[src/rtl/iob_picorv32_bus_arb_pkg.sv]
// Shared definitions for the PicoRV32 ibus/dbus arbiter: FSM encoding,
// port indices and the tie-break helper used in IDLE.
package iob_picorv32_bus_arb_pkg;

  typedef enum logic [1:0] {
    ST_IDLE    = 2'd0,
    ST_ISSUE   = 2'd1,
    ST_WAIT_RD = 2'd2
  } arb_state_t;

  localparam logic PORT_I = 1'b0;  // instruction bus
  localparam logic PORT_D = 1'b1;  // data bus

  // Pick the next owner from the two buffer-full flags. On a tie the dbus
  // wins under fixed priority, otherwise the port not granted last wins.
  function automatic logic arb_pick(input logic full0, input logic full1,
                                    input logic last, input logic fixed_prio);
    if (full0 && full1) return fixed_prio ? PORT_D : ~last;
    return full1 ? PORT_D : PORT_I;
  endfunction

endpackage

[src/rtl/iob_picorv32_bus_arb_if.sv]
// IOb native bus bundle. The master drives the request side, the slave
// answers with ready/rdata/rvalid.
interface iob_picorv32_bus_arb_if #(
  parameter int ADDR_W = 32,
  parameter int DATA_W = 32
);
  logic                  avalid;
  logic [ADDR_W-1:0]     addr;
  logic [DATA_W-1:0]     wdata;
  logic [DATA_W/8-1:0]   wstrb;
  logic                  ready;
  logic [DATA_W-1:0]     rdata;
  logic                  rvalid;

  modport master (output avalid, addr, wdata, wstrb,
                  input  ready, rdata, rvalid);
  modport slave  (input  avalid, addr, wdata, wstrb,
                  output ready, rdata, rvalid);
endinterface

[src/rtl/iob_picorv32_req_buf.sv]
// One-entry request buffer. Catches single-cycle avalid pulses from the
// wrapper and holds the request until the arbiter has issued it.
module iob_picorv32_req_buf #(
  parameter int ADDR_W = 32,
  parameter int DATA_W = 32
) (
  input  logic                clk_i,
  input  logic                rst_i,
  input  logic                cke_i,
  input  logic                avalid_i,
  input  logic [ADDR_W-1:0]   addr_i,
  input  logic [DATA_W-1:0]   wdata_i,
  input  logic [DATA_W/8-1:0] wstrb_i,
  input  logic                free_i,
  output logic                ready_o,
  output logic                full_o,
  output logic [ADDR_W-1:0]   addr_o,
  output logic [DATA_W-1:0]   wdata_o,
  output logic [DATA_W/8-1:0] wstrb_o
);

  logic                vld_q, vld_d;
  logic [ADDR_W-1:0]   addr_q;
  logic [DATA_W-1:0]   wdata_q;
  logic [DATA_W/8-1:0] wstrb_q;
  logic                capture;

  // Capture only into an empty buffer; free and capture are therefore
  // mutually exclusive in any one cycle.
  assign capture = avalid_i && !vld_q;

  // Next-state of the valid flag.
  always_comb begin
    vld_d = vld_q;
    if (capture)     vld_d = 1'b1;
    else if (free_i) vld_d = 1'b0;
  end

  // Valid flag register; also flags requests arriving while full.
  always_ff @(posedge clk_i) begin
    if (rst_i) begin
      vld_q <= 1'b0;
    end else if (cke_i) begin
      vld_q <= vld_d;
      assert (!(avalid_i && vld_q))
        else $error("req_buf: avalid while buffer full, request ignored");
    end
  end

  // Payload register; contents only matter while vld_q is set.
  always_ff @(posedge clk_i) begin
    if (cke_i && capture) begin
      addr_q  <= addr_i;
      wdata_q <= wdata_i;
      wstrb_q <= wstrb_i;
    end
  end

  assign ready_o = !vld_q;
  assign full_o  = vld_q;
  assign addr_o  = addr_q;
  assign wdata_o = wdata_q;
  assign wstrb_o = wstrb_q;

endmodule

[src/rtl/iob_picorv32_bus_arb.sv]
// Shares one IOb memory port between the PicoRV32 ibus (port 0) and dbus
// (port 1). One request in flight at a time; read data is routed back to
// the port that issued the read, writes are posted.
module iob_picorv32_bus_arb
  import iob_picorv32_bus_arb_pkg::*;
#(
  parameter int ADDR_W     = 32,
  parameter int DATA_W     = 32,
  parameter int FIXED_PRIO = 0
) (
  input  logic clk_i,
  input  logic rst_i,
  input  logic cke_i,
  iob_picorv32_bus_arb_if.slave  m0_if,
  iob_picorv32_bus_arb_if.slave  m1_if,
  iob_picorv32_bus_arb_if.master s_if
);

  localparam int STRB_W = DATA_W / 8;

  arb_state_t state_q, state_d;
  logic       owner_q, owner_d;
  logic       last_q, last_d;

  logic              full0, full1, free0, free1;
  logic [ADDR_W-1:0] addr0, addr1;
  logic [DATA_W-1:0] wdata0, wdata1;
  logic [STRB_W-1:0] wstrb0, wstrb1;

  logic              s_avalid;
  logic [ADDR_W-1:0] sel_addr;
  logic [DATA_W-1:0] sel_wdata;
  logic [STRB_W-1:0] sel_wstrb;

  iob_picorv32_req_buf #(.ADDR_W(ADDR_W), .DATA_W(DATA_W)) u_buf_i (
    .clk_i    (clk_i),
    .rst_i    (rst_i),
    .cke_i    (cke_i),
    .avalid_i (m0_if.avalid),
    .addr_i   (m0_if.addr),
    .wdata_i  (m0_if.wdata),
    .wstrb_i  (m0_if.wstrb),
    .free_i   (free0),
    .ready_o  (m0_if.ready),
    .full_o   (full0),
    .addr_o   (addr0),
    .wdata_o  (wdata0),
    .wstrb_o  (wstrb0)
  );

  iob_picorv32_req_buf #(.ADDR_W(ADDR_W), .DATA_W(DATA_W)) u_buf_d (
    .clk_i    (clk_i),
    .rst_i    (rst_i),
    .cke_i    (cke_i),
    .avalid_i (m1_if.avalid),
    .addr_i   (m1_if.addr),
    .wdata_i  (m1_if.wdata),
    .wstrb_i  (m1_if.wstrb),
    .free_i   (free1),
    .ready_o  (m1_if.ready),
    .full_o   (full1),
    .addr_o   (addr1),
    .wdata_o  (wdata1),
    .wstrb_o  (wstrb1)
  );

  // Memory-side request is always the owner's buffer; avalid qualifies it.
  always_comb begin
    sel_addr  = (owner_q == PORT_D) ? addr1  : addr0;
    sel_wdata = (owner_q == PORT_D) ? wdata1 : wdata0;
    sel_wstrb = (owner_q == PORT_D) ? wstrb1 : wstrb0;
  end

  // Arbitration FSM: next state, owner/last-grant updates, buffer release.
  always_comb begin
    state_d  = state_q;
    owner_d  = owner_q;
    last_d   = last_q;
    free0    = 1'b0;
    free1    = 1'b0;
    s_avalid = 1'b0;
    case (state_q)
      ST_IDLE: begin
        if (full0 || full1) begin
          owner_d = arb_pick(full0, full1, last_q, FIXED_PRIO != 0);
          state_d = ST_ISSUE;
        end
      end
      ST_ISSUE: begin
        s_avalid = 1'b1;
        if (s_if.ready) begin
          free0   = (owner_q == PORT_I);
          free1   = (owner_q == PORT_D);
          last_d  = owner_q;
          state_d = (sel_wstrb != '0) ? ST_IDLE : ST_WAIT_RD;
        end
      end
      ST_WAIT_RD: begin
        if (s_if.rvalid) state_d = ST_IDLE;
      end
      default: state_d = ST_IDLE;
    endcase
  end

  // State registers; last-grant resets to the dbus so the ibus wins the
  // first tie.
  always_ff @(posedge clk_i) begin
    if (rst_i) begin
      state_q <= ST_IDLE;
      owner_q <= PORT_I;
      last_q  <= PORT_D;
    end else if (cke_i) begin
      state_q <= state_d;
      owner_q <= owner_d;
      last_q  <= last_d;
    end
  end

  assign s_if.avalid = s_avalid;
  assign s_if.addr   = sel_addr;
  assign s_if.wdata  = sel_wdata;
  assign s_if.wstrb  = sel_wstrb;

  // Read data fans out to both ports; only the owner's rvalid is raised,
  // and stray responses outside WAIT_RD are dropped.
  assign m0_if.rdata  = s_if.rdata;
  assign m1_if.rdata  = s_if.rdata;
  assign m0_if.rvalid = (state_q == ST_WAIT_RD) && (owner_q == PORT_I) && s_if.rvalid;
  assign m1_if.rvalid = (state_q == ST_WAIT_RD) && (owner_q == PORT_D) && s_if.rvalid;

endmodule
[src/flat_wrapper.sv]
// flat-port wrapper written by rule: the top's interface ports become plain ports
module iob_picorv32_bus_arb_flat import iob_picorv32_bus_arb_pkg::*;
#(
  parameter int ADDR_W     = 32,
  parameter int DATA_W     = 32,
  parameter int FIXED_PRIO = 0
)
  (clk_i, rst_i, cke_i, m0_if_avalid, m0_if_addr, m0_if_wdata, m0_if_wstrb, m0_if_ready, m0_if_rdata, m0_if_rvalid, m1_if_avalid, m1_if_addr, m1_if_wdata, m1_if_wstrb, m1_if_ready, m1_if_rdata, m1_if_rvalid, s_if_avalid, s_if_addr, s_if_wdata, s_if_wstrb, s_if_ready, s_if_rdata, s_if_rvalid);
  iob_picorv32_bus_arb_if #(.ADDR_W(ADDR_W), .DATA_W(DATA_W)) m0_if_i ();
  iob_picorv32_bus_arb_if #(.ADDR_W(ADDR_W), .DATA_W(DATA_W)) m1_if_i ();
  iob_picorv32_bus_arb_if #(.ADDR_W(ADDR_W), .DATA_W(DATA_W)) s_if_i ();
  input  logic clk_i;
  input  logic rst_i;
  input  logic cke_i;
  input wire logic [$bits(m0_if_i.avalid)-1:0] m0_if_avalid;
  input wire logic [$bits(m0_if_i.addr)-1:0] m0_if_addr;
  input wire logic [$bits(m0_if_i.wdata)-1:0] m0_if_wdata;
  input wire logic [$bits(m0_if_i.wstrb)-1:0] m0_if_wstrb;
  output wire logic [$bits(m0_if_i.ready)-1:0] m0_if_ready;
  output wire logic [$bits(m0_if_i.rdata)-1:0] m0_if_rdata;
  output wire logic [$bits(m0_if_i.rvalid)-1:0] m0_if_rvalid;
  input wire logic [$bits(m1_if_i.avalid)-1:0] m1_if_avalid;
  input wire logic [$bits(m1_if_i.addr)-1:0] m1_if_addr;
  input wire logic [$bits(m1_if_i.wdata)-1:0] m1_if_wdata;
  input wire logic [$bits(m1_if_i.wstrb)-1:0] m1_if_wstrb;
  output wire logic [$bits(m1_if_i.ready)-1:0] m1_if_ready;
  output wire logic [$bits(m1_if_i.rdata)-1:0] m1_if_rdata;
  output wire logic [$bits(m1_if_i.rvalid)-1:0] m1_if_rvalid;
  output wire logic [$bits(s_if_i.avalid)-1:0] s_if_avalid;
  output wire logic [$bits(s_if_i.addr)-1:0] s_if_addr;
  output wire logic [$bits(s_if_i.wdata)-1:0] s_if_wdata;
  output wire logic [$bits(s_if_i.wstrb)-1:0] s_if_wstrb;
  input wire logic [$bits(s_if_i.ready)-1:0] s_if_ready;
  input wire logic [$bits(s_if_i.rdata)-1:0] s_if_rdata;
  input wire logic [$bits(s_if_i.rvalid)-1:0] s_if_rvalid;
  assign m0_if_i.avalid = m0_if_avalid;
  assign m0_if_i.addr = m0_if_addr;
  assign m0_if_i.wdata = m0_if_wdata;
  assign m0_if_i.wstrb = m0_if_wstrb;
  assign m0_if_ready = m0_if_i.ready;
  assign m0_if_rdata = m0_if_i.rdata;
  assign m0_if_rvalid = m0_if_i.rvalid;
  assign m1_if_i.avalid = m1_if_avalid;
  assign m1_if_i.addr = m1_if_addr;
  assign m1_if_i.wdata = m1_if_wdata;
  assign m1_if_i.wstrb = m1_if_wstrb;
  assign m1_if_ready = m1_if_i.ready;
  assign m1_if_rdata = m1_if_i.rdata;
  assign m1_if_rvalid = m1_if_i.rvalid;
  assign s_if_avalid = s_if_i.avalid;
  assign s_if_addr = s_if_i.addr;
  assign s_if_wdata = s_if_i.wdata;
  assign s_if_wstrb = s_if_i.wstrb;
  assign s_if_i.ready = s_if_ready;
  assign s_if_i.rdata = s_if_rdata;
  assign s_if_i.rvalid = s_if_rvalid;
  iob_picorv32_bus_arb #(.ADDR_W(ADDR_W), .DATA_W(DATA_W), .FIXED_PRIO(FIXED_PRIO)) u_core (.clk_i(clk_i), .rst_i(rst_i), .cke_i(cke_i), .m0_if(m0_if_i), .m1_if(m1_if_i), .s_if(s_if_i));
endmodule
[config.mk]
export PLATFORM = sky130hd
export DESIGN_NAME = iob_picorv32_bus_arb_flat
export DESIGN_NICKNAME = d
export VERILOG_FILES = /design/src/rtl/iob_picorv32_bus_arb_pkg.sv /design/src/rtl/iob_picorv32_bus_arb_if.sv /design/src/rtl/iob_picorv32_req_buf.sv /design/src/rtl/iob_picorv32_bus_arb.sv /design/src/flat_wrapper.sv
export SDC_FILE = /design/constraint.sdc
export NUM_CORES = 1
export LEC_CHECK = 0
export ABC_AREA = 1
export ABC_CLOCK_PERIOD_IN_PS = 3060
export CORE_MARGIN = 2
export CORE_UTILIZATION = 39
export CTS_CLUSTER_SIZE = 30
export DETAILED_ROUTE_END_ITERATION = 16
export GPL_ROUTABILITY_DRIVEN = 0
export PLACE_DENSITY = 0.8
export SKIP_CTS_REPAIR_TIMING = 1
export SYNTH_ARGS = -nofsm -noshare
export SYNTH_HDL_FRONTEND = slang
export SYNTH_SLANG_ARGS = --single-unit
[constraint.sdc]
create_clock -name clk_i -period 3.06 [get_ports clk_i]
set_input_delay 0.306 -clock clk_i [delete_from_list [all_inputs] [get_ports clk_i]]
set_output_delay 0.306 -clock clk_i [all_outputs]
set_load 0.01 [all_outputs]
==> results_dict.tcl <==
set metrics [dict create \
    status "finished, final reports clean" \
    htreeDepth 4 \
    grt_pass1_vias 4163 \
    p_per_area_mw_per_mm2 595 \
    final.fill_count 1173 \
    clock-skew-final_ps 13.9 \
    period_minus_slack_ps 2520 \
    fp.dieH_microns 126 \
    crit_fanout 73 \
    ys_types 18 \
    nNetsFinal 814 \
    multi_input_area_sq_um 951 \
    wl_per_cell_microns 18.3 \
    worstHoldStart "m1_if_wdata[29]" \
    ir_worst_vdd_mv 0.372 \
    ant_nets 0 \
    vias 3907 \
    worstHoldPathCells 1 \
    netlist_area_sq_mm 0.00579 \
    gr-total-overflow 0 \
    slowest_delay_ps 570 \
    netlist_instances 479 \
    dieWidth_microns 126 \
    cts_sinks 142 \
    syn-num-nets 654 \
    fmax_ghz 0.396 \
    drive_gt1_share_pct 7.06 \
    crit_type "flop to output pin" \
    dr.pass1.iters 4 \
    cts_tree "done" \
    maxSlewHeadroom_pct 49.0 \
    io_pins 312 \
    min_period_over_period_pct 82.4 \
    cp-end-kind "output pin" \
    setup-tns-final_ps 0 \
    ff2ff_setup_slack_ps 1410 \
    setup_viol 0 \
    regArea_sq_mm 0.00421 \
    initial_core_util_pct 39.9 \
    antenna_found_initial 0 \
    tightest_slew_ps 765 \
    fp.dieArea_sq_mm 0.0158 \
    clock_latency_ps 420 \
    area_delta_synth_final_pct 42.2 \
    grt_max_degree 74 \
    grt_pass1_wl_mm 22.5 \
    synth-seq-area-share_pct 72.6 \
    path_delay_family "buffers and inverters" \
    worstReg2RegEnd "u_core.state_q[1]" \
    grtUsageTotal_pct 19.2 \
    ys_warn_count 0 \
    slowest_stage "clkdlybuf4s50_1" \
    crit_arrival_ps 2220 \
    crit_path_start_kind "flop" \
    synthTopCellsByArea "edfxtp_1, nand2_1, buf_4" \
    maxCapViolCount 0 \
    clkSlewWorstSetupHoldPaths_ps 60 \
    drtIter0Drc 233 \
    worstPathCellList "buf_4 -> o21ai_1 -> inv_1 -> clkdlybuf4s50_1" \
    hold_path_class "input pin to flop" \
    r2r-start "u_core.owner_q" \
    num_rows 44 \
    placed_cells 804 \
    core-area_sq_mm 0.0145 \
    ys_ff_latch 142 \
    drc 0 \
    required_ps 2750 \
    cts_buffer_depth 2 \
    dp_hpwl_mm 11.1 \
    final_cells 836 \
    hold_end "u_core.u_buf_d.wdata_o[29]" \
    diodes 0 \
    final-hold-violation-count 0 \
    portBuffers 215 \
    final_max_slew_viol_count 0 \
    rsz0062_at_grt "no" \
    cts_root_buffer "clkbuf_16" \
    yosysTopAreaCell "edfxtp_1" \
    synth.top_cell.area_share_pct 70.5 \
    numCtsBuffers 17 \
    routed_via_density 4.67 \
    wl_mm 15.3 \
    cp_num_buf_inv 3 \
    postSynthAreaPerCell_sq_um 12.1 \
    r2r_cells 7 \
    leakage_nw 3.18 \
]
[sequential cells by signal, indices dropped and copies added (netlist names)]
name and cells:
u_core.u_buf_i.wdata_o 32, u_core.u_buf_d.full_o 1, u_core.u_buf_i.full_o 1, u_core.u_buf_d.addr_o 32
u_core.u_buf_i.wstrb_o 4, u_core.last_q 1, u_core.u_buf_i.addr_o 32, u_core.u_buf_d.wdata_o 32
u_core.u_buf_d.wstrb_o 4, u_core.state_q 2, u_core.owner_q 1
[stage by stage]
stage / cell area [sq um] / setup WS [ps] / power [W] / utilization (%) / hold slack (ps)
2_1_floorplan: 5790 / 779 / 0.00266 / - / 375
3_3_place_gp: 7680 / 997 / 0.00302 / 52.9 / 439
3_5_place_dp: 7680 / 928 / 0.00304 / 52.9 / 460
4_1_cts: 8230 / 468 / 0.00496 / 56.7 / 420
5_1_grt: 8230 / 379 / 0.00509 / 56.7 / 418
6_report: 8230 / 538 / 0.00490 / 56.7 / 433
[worst max-delay path by stage]
stage | startpoint | end | slack (ps) | cells after the start
CTS | u_core.owner_q | s_if_wstrb[1] | 470 | 4
finish | u_core.owner_q | s_if_wstrb[1] | 540 | 4
floorplan | u_core.u_buf_d.full_o | u_core.u_buf_d.addr_o[0] | 780 | 3
detailed placement | u_core.owner_q | s_if_wstrb[1] | 930 | 4
global placement | u_core.owner_q | s_if_wdata[31] | 1000 | 4
global route | u_core.owner_q | s_if_wstrb[1] | 380 | 4
[kinds of logic after synthesis]
kind of cell           Yosys count  share of synthesized area, %
AOI/OAI and AO/OA               10                         0.972
buffers and inverters           98                          11.0
and+or+nand+nor                229                          15.4
DFF                            142                          72.6
[cell usage after synthesis, drive strengths merged]
master,count
nor2,10
nand3b,1
nand3,7
o21bai,1
a21oi,4
clkbuf,2
nand2,209
inv,19
edfxtp,136
buf,77
o21ai,5
nand4,2
dfxtp,6
[final cells by class]
class / count / area share (%)
well taps: 184 / 2.80
inverters: 19 / 0.866
clock inverters: 14 / 1.46
multi-input cells: 239 / 11.5
clock buffers: 18 / 5.21
repair buffers: 220 / 27.0
flip-flops and latches: 142 / 51.1
[power breakdown]
part | internal (W) | switching, W | total, W
combinational | 0.000397 | 0.000326 | 0.000723
clock | 0.00111 | 0.000798 | 0.00191
sequential | 0.00224 | 0.0000295 | 0.00227
total | 0.00375 | 0.00115 | 0.00490
[cell usage in the layout (no fill, tap or decap), drive strengths merged]
cell type      instances
dfxtp                  6
nand3                  7
nand3b                 1
buf                    5
a21oi                  4
clkdlybuf4s50        215
o21ai                  5
inv                   21
clkinv                 7
bufinv                 1
nand2                209
clkbuf                18
nor2                  10
nand4                  2
edfxtp               136
o21bai                 1
clkinvlp               4
[per-layer routing]
metal / vias up / wire length (microns) / track usage, %
li1: 1831 / - / -
met1: 1830 / 5060 / 17.8
met2: 197 / 8580 / 36.2
met3: 49 / 1110 / 6.54
met4: 0 / 582 / 10.7
met5: - / 0 / 0
(Power assumes the default switching activity.)
